==> src/rtl/writeback_s.sv <==
// Scalar write-back collector: buffers ALU and PAC results in two FIFOs and
// arbitrates them onto one registered write-back port, with PAC starvation relief.
module writeback_s #(
    parameter int unsigned DEPTH        = 4,
    parameter int unsigned STARVE_LIMIT = 3,
    parameter int unsigned INDEX_W      = 5,
    parameter int unsigned DATA_W       = 32
) (
    input  logic               clock,
    input  logic               reset,
    input  logic               I_Stall,
    input  logic               I_ALU_Valid,
    input  logic [INDEX_W-1:0] I_ALU_Index,
    input  logic [DATA_W-1:0]  I_ALU_Data,
    input  logic               I_PAC_Valid,
    input  logic [INDEX_W-1:0] I_PAC_Index,
    input  logic [DATA_W-1:0]  I_PAC_Data,
    output logic               O_WB_Valid,
    output logic [INDEX_W-1:0] O_WB_Index,
    output logic [DATA_W-1:0]  O_WB_Data,
    output logic               O_Full,
    output logic               O_Overflow
);

    localparam int unsigned PTR_W = $clog2(DEPTH);
    localparam int unsigned CNT_W = $clog2(DEPTH + 1);
    localparam int unsigned SW    = (STARVE_LIMIT > 0) ? $clog2(STARVE_LIMIT + 1) : 1;
    localparam int unsigned ENT_W = INDEX_W + DATA_W;

    localparam logic [CNT_W-1:0] DEPTH_C  = CNT_W'(DEPTH);
    localparam logic [CNT_W-1:0] NEAR_C   = CNT_W'(DEPTH - 1);
    localparam logic [SW-1:0]    STARVE_C = SW'(STARVE_LIMIT);

    typedef enum logic [1:0] {
        GNT_NONE,
        GNT_ALU,
        GNT_PAC
    } grant_e;

    logic [ENT_W-1:0]   alu_mem_q [DEPTH];
    logic [ENT_W-1:0]   alu_mem_d [DEPTH];
    logic [PTR_W-1:0]   alu_wr_q, alu_wr_d, alu_rd_q, alu_rd_d;
    logic [CNT_W-1:0]   alu_cnt_q, alu_cnt_d;

    logic [ENT_W-1:0]   pac_mem_q [DEPTH];
    logic [ENT_W-1:0]   pac_mem_d [DEPTH];
    logic [PTR_W-1:0]   pac_wr_q, pac_wr_d, pac_rd_q, pac_rd_d;
    logic [CNT_W-1:0]   pac_cnt_q, pac_cnt_d;

    logic [SW-1:0]      starve_q, starve_d;
    logic               wb_valid_q, wb_valid_d;
    logic [INDEX_W-1:0] wb_index_q, wb_index_d;
    logic [DATA_W-1:0]  wb_data_q, wb_data_d;
    logic               ovf_q, ovf_d;

    grant_e             grant;
    logic               alu_empty, pac_empty;
    logic               alu_push, alu_pop, pac_push, pac_pop;
    logic [ENT_W-1:0]   alu_head, pac_head;

    assign alu_empty = (alu_cnt_q == '0);
    assign pac_empty = (pac_cnt_q == '0);
    assign alu_head  = alu_mem_q[alu_rd_q];
    assign pac_head  = pac_mem_q[pac_rd_q];

    always_comb begin : arbiter
        grant = GNT_NONE;
        if (!I_Stall) begin
            if (!alu_empty && !pac_empty) begin
                grant = (starve_q == STARVE_C) ? GNT_PAC : GNT_ALU;
            end else if (!alu_empty) begin
                grant = GNT_ALU;
            end else if (!pac_empty) begin
                grant = GNT_PAC;
            end
        end
    end

    assign alu_pop = (grant == GNT_ALU);
    assign pac_pop = (grant == GNT_PAC);
    // A full FIFO still accepts a push when its head leaves in the same cycle.
    assign alu_push = I_ALU_Valid && ((alu_cnt_q != DEPTH_C) || alu_pop);
    assign pac_push = I_PAC_Valid && ((pac_cnt_q != DEPTH_C) || pac_pop);

    always_comb begin : alu_fifo
        alu_mem_d = alu_mem_q;
        alu_wr_d  = alu_wr_q;
        alu_rd_d  = alu_rd_q;
        if (alu_push) begin
            alu_mem_d[alu_wr_q] = {I_ALU_Index, I_ALU_Data};
            alu_wr_d            = alu_wr_q + PTR_W'(1);
        end
        if (alu_pop) begin
            alu_rd_d = alu_rd_q + PTR_W'(1);
        end
        case ({alu_push, alu_pop})
            2'b10:   alu_cnt_d = alu_cnt_q + CNT_W'(1);
            2'b01:   alu_cnt_d = alu_cnt_q - CNT_W'(1);
            default: alu_cnt_d = alu_cnt_q;
        endcase
    end

    always_comb begin : pac_fifo
        pac_mem_d = pac_mem_q;
        pac_wr_d  = pac_wr_q;
        pac_rd_d  = pac_rd_q;
        if (pac_push) begin
            pac_mem_d[pac_wr_q] = {I_PAC_Index, I_PAC_Data};
            pac_wr_d            = pac_wr_q + PTR_W'(1);
        end
        if (pac_pop) begin
            pac_rd_d = pac_rd_q + PTR_W'(1);
        end
        case ({pac_push, pac_pop})
            2'b10:   pac_cnt_d = pac_cnt_q + CNT_W'(1);
            2'b01:   pac_cnt_d = pac_cnt_q - CNT_W'(1);
            default: pac_cnt_d = pac_cnt_q;
        endcase
    end

    always_comb begin : starve_next
        starve_d = starve_q;
        if (!I_Stall) begin
            if (pac_empty || pac_pop) begin
                starve_d = '0;
            end else if (alu_pop && (starve_q != STARVE_C)) begin
                starve_d = starve_q + SW'(1);
            end
        end
    end

    always_comb begin : wb_next
        wb_valid_d = wb_valid_q;
        wb_index_d = wb_index_q;
        wb_data_d  = wb_data_q;
        case (grant)
            GNT_ALU: begin
                wb_valid_d               = 1'b1;
                {wb_index_d, wb_data_d}  = alu_head;
            end
            GNT_PAC: begin
                wb_valid_d               = 1'b1;
                {wb_index_d, wb_data_d}  = pac_head;
            end
            default: begin
                if (!I_Stall) begin
                    wb_valid_d = 1'b0;
                end
            end
        endcase
        ovf_d = ovf_q | (I_ALU_Valid & ~alu_push) | (I_PAC_Valid & ~pac_push);
    end

    always_ff @(posedge clock or negedge reset) begin
        if (!reset) begin
            for (int unsigned i = 0; i < DEPTH; i++) begin
                alu_mem_q[i] <= '0;
                pac_mem_q[i] <= '0;
            end
            alu_wr_q   <= '0;
            alu_rd_q   <= '0;
            alu_cnt_q  <= '0;
            pac_wr_q   <= '0;
            pac_rd_q   <= '0;
            pac_cnt_q  <= '0;
            starve_q   <= '0;
            wb_valid_q <= 1'b0;
            wb_index_q <= '0;
            wb_data_q  <= '0;
            ovf_q      <= 1'b0;
        end else begin
            alu_mem_q  <= alu_mem_d;
            pac_mem_q  <= pac_mem_d;
            alu_wr_q   <= alu_wr_d;
            alu_rd_q   <= alu_rd_d;
            alu_cnt_q  <= alu_cnt_d;
            pac_wr_q   <= pac_wr_d;
            pac_rd_q   <= pac_rd_d;
            pac_cnt_q  <= pac_cnt_d;
            starve_q   <= starve_d;
            wb_valid_q <= wb_valid_d;
            wb_index_q <= wb_index_d;
            wb_data_q  <= wb_data_d;
            ovf_q      <= ovf_d;
        end
    end

    assign O_WB_Valid = wb_valid_q;
    assign O_WB_Index = wb_index_q;
    assign O_WB_Data  = wb_data_q;
    assign O_Full     = (alu_cnt_q >= NEAR_C) || (pac_cnt_q >= NEAR_C);
    assign O_Overflow = ovf_q;

endmodule

==> config.mk <==
export PLATFORM = sky130hd
export DESIGN_NAME = writeback_s
export DESIGN_NICKNAME = d
export VERILOG_FILES = /design/src/rtl/writeback_s.sv
export SDC_FILE = /design/constraint.sdc
export NUM_CORES = 1
export LEC_CHECK = 0
export BUFFER_PORTS_ARGS = -buffer_cell sky130_fd_sc_hd__buf_4
export CORE_MARGIN = 5
export CORE_UTILIZATION = 61
export CTS_CLUSTER_DIAMETER = 150
export DETAILED_ROUTE_END_ITERATION = 6
export GPL_ROUTABILITY_DRIVEN = 0
export PLACE_DENSITY = 0.79
export SYNTH_ARGS = -nofsm -noshare
export SYNTH_HDL_FRONTEND = slang
export SYNTH_SLANG_ARGS = --single-unit
==> constraint.sdc <==
create_clock -name clock -period 9.15 [get_ports clock]
set_input_delay 0.915 -clock clock [delete_from_list [all_inputs] [get_ports clock]]
set_output_delay 0.915 -clock clock [all_outputs]
set_load 0.01 [all_outputs]
# --- After elaboration in Yosys (flattened, before gate mapping) ---
# Index checks and enable logic that the tools add are counted.
word_totals:
  ff_bits: 351
  input_bits: 79
  out_inout_bits: 40
  word_cells: 103
op_classes:
  add_sub_neg: 9
  n_lt_le_gt_ge: 8
  eq_ne: 11
  muxes: 25
  n_bitwise: 11
  reduce_logical: 20
op_table:
  columns: ["op", "n"]
  rows:
  - ["148-bit bitwise mux", 2]
  - ["37-bit two-way mux", 6]
  - ["37-bit binary-select mux with 2-bit select", 2]
  - ["37-bit demux with 2-bit select", 2]
  - ["32-bit case mux with 2 select lines", 1]
  - ["2-bit two-way mux", 7]
  - ["3-bit >= comparator (second input constant)", 4]
  - ["2-bit NOT with 3-bit output", 4]
  - ["3-bit case mux with 2 select lines", 2]
  - ["2-bit by 1-bit adder with 2-bit output (second input constant)", 5]
  - ["5-bit case mux with 2 select lines", 1]
  - ["2-bit == test (second input constant)", 4]
  - ["2-bit nonzero test", 4]
  - ["3-bit by 1-bit adder with 3-bit output (second input constant)", 2]
  - ["2-bit by 1-bit == test with 1-bit output (second input constant)", 3]
  - ["3-bit by 2-bit >= comparator with 1-bit output (second input constant)", 2]
  - ["1-bit logical AND", 6]
  - ["3-bit logical NOT", 2]
  - ["3-bit by 1-bit less-than comparator with 1-bit output (second input constant)", 2]
  - ["3-bit != test (second input constant)", 2]
  - ["3-bit by 1-bit subtractor with 3-bit output (second input constant)", 2]
  - ["1-bit logical OR", 4]
  - ["2-bit != test (second input constant)", 2]
  - ["1-bit NOT", 3]
  - ["other kinds (6)", 10]

# --- Logic depth before layout (Yosys ltp) ---
logic_depth:
  depth_word: 12
  ltp_mapped: 13
  ltp_nobuf: 12

# --- Worst setup path before layout ---
# No wires, ideal clock.
synth_timing:
  kind: "input -> register"
  start: "input port I_Stall"
  end: "register alu_cnt_q[2]"
  setup_ns: 0.079
  arrival_time_ns: 3.285
  required_ns: 9.071
  path_slack_ns: 5.786
  stages: 13
  path_buffers: 2
  path_cell_list: "buf_1 -> nor2_1 -> o21ai_0 -> ha_1 -> or4b_1 -> buf_4 -> nand2_1 -> ha_1 -> inv_1 -> fa_1 -> xor2_1 -> nor2_1 -> xor2_1"
synth_via:
  elab_chain_len: 6
  elab_cells_between_ends: 8
  classes_between: "eq/ne: 3; mux: 2; reduce/logical: 3"
synth_lines:
  columns: ["item", "line", "rtl"]
  rows:
  - ["start: declaration", "11", "input logic I_Stall,"]
  - ["2-bit two-way mux (*)", "68", "if (!I_Stall) begin"]
  - ["2-bit by 1-bit == test with 1-bit output (*)", "79", "assign alu_pop = (grant == GNT_ALU);"]
  - ["1-bit logical OR", "82", "assign alu_push = I_ALU_Valid && ((alu_cnt_q != DEPTH_C) || alu_pop);"]
  - ["1-bit logical AND", "82", null]
  - ["2-bit by 1-bit == test with 1-bit output / 2-bit == test (equally long branches)", "96", "case ({alu_push, alu_pop})"]
  - ["3-bit case mux with 2 select lines / 2-bit nonzero test (equally long branches)", null, null]
  - ["end signal: assignment", "176", "alu_cnt_q <= alu_cnt_d;"]
  - ["end: declaration", "43", "logic [CNT_W-1:0] alu_cnt_q, alu_cnt_d;"]
# Mark *: on every way between the ends. The rest lies on a longest branch, timed or not.
# A chain may end at the register's enable or synchronous reset.

# --- Final worst setup path ---
layout_timing:
  start: "register alu_cnt_q[0]"
  end: "register pac_mem_q[84] (netlist name)"
layout_via:
  elab_chain_len: 8
  elab_cells_between_ends: 9
  classes_between: "eq/ne: 1; mux: 3; reduce/logical: 5"
layout_lines:
  columns: ["item", "line", "rtl"]
  rows:
  - ["3-bit logical NOT (*)", "61", "assign alu_empty = (alu_cnt_q == '0);"]
  - ["1-bit logical NOT", null, null]
  - ["1-bit logical AND", "69", "if (!alu_empty && !pac_empty) begin"]
  - ["2-bit two-way mux (*)", "69", null]
  - ["2-bit two-way mux (*)", "68", null]
  - ["2-bit == test (*)", "80", "assign pac_pop = (grant == GNT_PAC);"]
  - ["1-bit logical OR (*)", "83", "assign pac_push = I_PAC_Valid && ((pac_cnt_q != DEPTH_C) || pac_pop);"]
  - ["1-bit logical AND (*)", "83", null]
  - ["end signal: assignment", "173", "pac_mem_q <= pac_mem_d;"]
  - ["end: declaration", "45", "logic [ENT_W-1:0] pac_mem_q [DEPTH];"]
# Marks and branches as above.

==> results.yml <==
power:
  p_sw_frac: 0.305
  p_seq_frac: 0.407
  p_switching_uw: 2230
  p_leak_uw: 0.00818
  clockPowerShare: 0.221
  p_per_area_nw_per_um2: 400
  pwr-share-comb: 0.372
  ir_drop_v: 0.000615
  power.internal_uw: 5080
critical_path:
  cp_num_buf_inv: 0
  cp-end-kind: "register"
  worstPathMaxFanout: 49
  required_ns: 9.53
  slowest_stage: "ha_4"
  crit_chain: "nor3_1 > a211o_1 > ha_4 > or4b_1 > nand3_4 > mux2_4"
  worst_path_largest_cell_delay_ns: 0.77
  start_kind: "register"
  cp.arrival_ns: 4.07
  path_class: "reg2reg"
  cp_top_family: "simple AND/OR/NAND/NOR gates"
clocking:
  htree_levels: 2
  clock_latency_ns: 0.51
  hold_buffers: 0
  clk_pin_slew_ns: 0.06
  post_cts_buffers: 0
  clock_sinks: 351
  cts_tree: "built"
  clock_path_buffers: 3
  clockRootBuffer: "clkbuf_16"
  cts_resized: 0
  cts_made_buffers: 38
sta:
  skew_ns: 0.0120
  rsz0062_at_grt: "no"
  hold_slack_ns: 0.310
  period_needed_ns: 3.68
  drv_slew: 0
  setup_tns_ns: 0
  worstMarginPinSlew_ns: 1.18
  hold_viol: 0
  fmaxAchievable_mhz: 271
  finalSetupViolations: 0
  relSlewSlack: 0.214
  fin_ws_ns: 5.47
  finalCritPeriodShare: 0.403
synthesis:
  synthesis.instances: 984
  async_flop_share: 1.00
  synth_fp_nets: 1077
  netlist_top_cells_area: "dfrtp_1 (55%), mux2_2 (14%), mux4_2 (10%)"
  syn_area_um2: 16100
  synth_top_area_cell: "dfrtp_1"
  synth-edff-count: 0
  synth_top_area_frac: 0.545
  ys_seq_area_frac: 0.545
  synth_common_cells: "dfrtp_1 (351), mux2_2 (200), mux2_4 (90)"
  ys_ff_latch: 351
  synth_most_common_cell: "dfrtp_1"
  syn_area_per_cell_um2: 16.4
  ys_types: 38
  synth_ff_type: "dfrtp_1"
  yosysWarnings: 0
detailed_routing:
  routedWlPerCell_um: 22.4
  drt_iter0_drc: 478
  firstDrtPassIters: 4
  num_vias: 8642
  routed_wl_um: 32600
  drc: 0
  vias_per_cell: 5.95
  ant_nets: 0
final_layout:
  drive_gt1_frac: 0.503
  nNetsFinal: 1180
  synthToLayoutAreaGrowth_pct: 13.6
floorplanning:
  die_h_um: 173
  die_width_um: 173
  coreArea_um2: 26100
  io_pins: 119
  initial_utilization: 0.618
  dieArea_um2: 29800
  rows: 59
placed_design:
  pre_cts_slack_ns: 5.10
  hpwl_um: 19200
  port_buffers: 118
global_routing:
  grt_max_degree: 161
  grt_pass1_vias: 9591
  grt_pass1_wl_um: 53300
  grt_overflow: 0
  grt_usage: 0.220
  antenna_found_initial: 5
run:
  maxCapViolCount: 0
outcome:
  status: "completed"
worst_hold_path:
  hp-class: "in2async"
-- cells in the final DEF, fill, tap and decap left out, types with 2 or more instances in the layout --
master        n
clkinvlp_4    2
nand2_1      47
mux4_2       74
xnor2_1       5
mux2i_1      39
bufinv_16     5
o31ai_1       3
nand3_4       8
a211oi_1      2
buf_4       119
inv_1        13
nand2b_1      2
nor2b_1       2
nor2_1        5
clkbuf_16    41
mux2_4       90
or4b_1        2
clkinv_2      4
mux2_2      200
fa_1          2
dfrtp_2       2
a21o_2        2
clkbuf_8      6
xor2_1        4
dfrtp_1     347
clkbuf_1     10
mux2_1        8
ha_1         11
o21ai_0      44
dfrtp_4       2
nor3_1        2
-- metal layers --
metal	track usage	vias up	wire length, um
li1	-	3834	-
met1	0.310	4595	14700
met2	0.357	145	15700
met3	0.0459	60	1400
met4	0.0548	8	705
met5	0	-	51
-- path summary, 6_finish.rpt --
| path | startpoint | end | slack [ns] | cells after the start |
|---|---|---|---|---|
| max in group asynchronous | reset | pac_mem_q[88]$_DFFE_PN0P_ | 6.82 | 3 |
| min reg2reg | O_WB_Data[15]$_DFFE_PN0P_ | O_WB_Data[15]$_DFFE_PN0P_ | 0.48 | 2 |
| max | alu_cnt_q[0]$_DFFE_PN0P_ | pac_mem_q[84]$_DFFE_PN0P_ | 5.47 | 6 |
| min in group clock | O_WB_Data[15]$_DFFE_PN0P_ | O_WB_Data[15]$_DFFE_PN0P_ | 0.48 | 2 |
| max reg2reg | alu_cnt_q[0]$_DFFE_PN0P_ | pac_mem_q[84]$_DFFE_PN0P_ | 5.47 | 6 |
| min | reset | O_WB_Data[12]$_DFFE_PN0P_ | 0.31 | 1 |
-- logic make-up after synthesis --
logic type / count (synthesis) / share of synthesized area
multiplexers: 411 / 0.357
flip-flops: 351 / 0.545
buffers and inverters: 71 / 0.0356
AND/OR/NAND/NOR: 71 / 0.0258
AO/OA/AOI/OAI: 57 / 0.0200
adder cells (fa/ha/maj): 14 / 0.0118
XOR/XNOR: 9 / 0.00489
-- stage by stage --
| stage | area, um^2 | instances | power, uW | util |
|---|---|---|---|---|
| floorplan | 16100 | 984 | 5030 | - |
| global placement | 17000 | 1382 | 5610 | 0.651 |
| global route | 18300 | 1452 | 7750 | 0.702 |
| CTS | 18300 | 1451 | 7380 | 0.702 |
| finish | 18300 | 1452 | 7310 | 0.702 |
| detailed placement | 17000 | 1382 | 5730 | 0.651 |
-- power groups by stage --
stage	clock (uW)	sequential (uW)	combinational [uW]
2_1_floorplan	0	2690	2330
3_3_place_gp	0	2950	2650
3_5_place_dp	0	2990	2740
4_1_cts	1640	2980	2760
5_1_grt	1710	3090	2950
6_report	1620	2980	2720
-- state kept, by name, indices dropped and copies added (netlist names) --
register,cells
alu_mem_q,148
pac_mem_q,148
O_WB_Data,32
O_WB_Index,5
alu_cnt_q,3
pac_cnt_q,3
alu_rd_q,2
alu_wr_q,2
pac_rd_q,2
pac_wr_q,2
starve_q,2
O_Overflow,1
O_WB_Valid,1
-- worst reg2reg max path: stages, from the launching register on --
cell and delay, ns:
dfrtp_1 0.42, nor3_1 0.40, a211o_1 0.21, ha_4 0.77
or4b_1 0.50, nand3_4 0.69, mux2_4 0.57
-- area by class of cell --
cell class / instances / area [um^2]
inverter: 13 / 48.8
tap: 335 / 419
clock buffer: 57 / 1150
multi-input combinational: 562 / 6770
timing repair buffer: 121 / 928
antenna: 1 / 2.50
sequential: 351 / 8790
fill: 1722 / 7760
clock inverter: 12 / 194
Power figures use the tool's default switching activity.
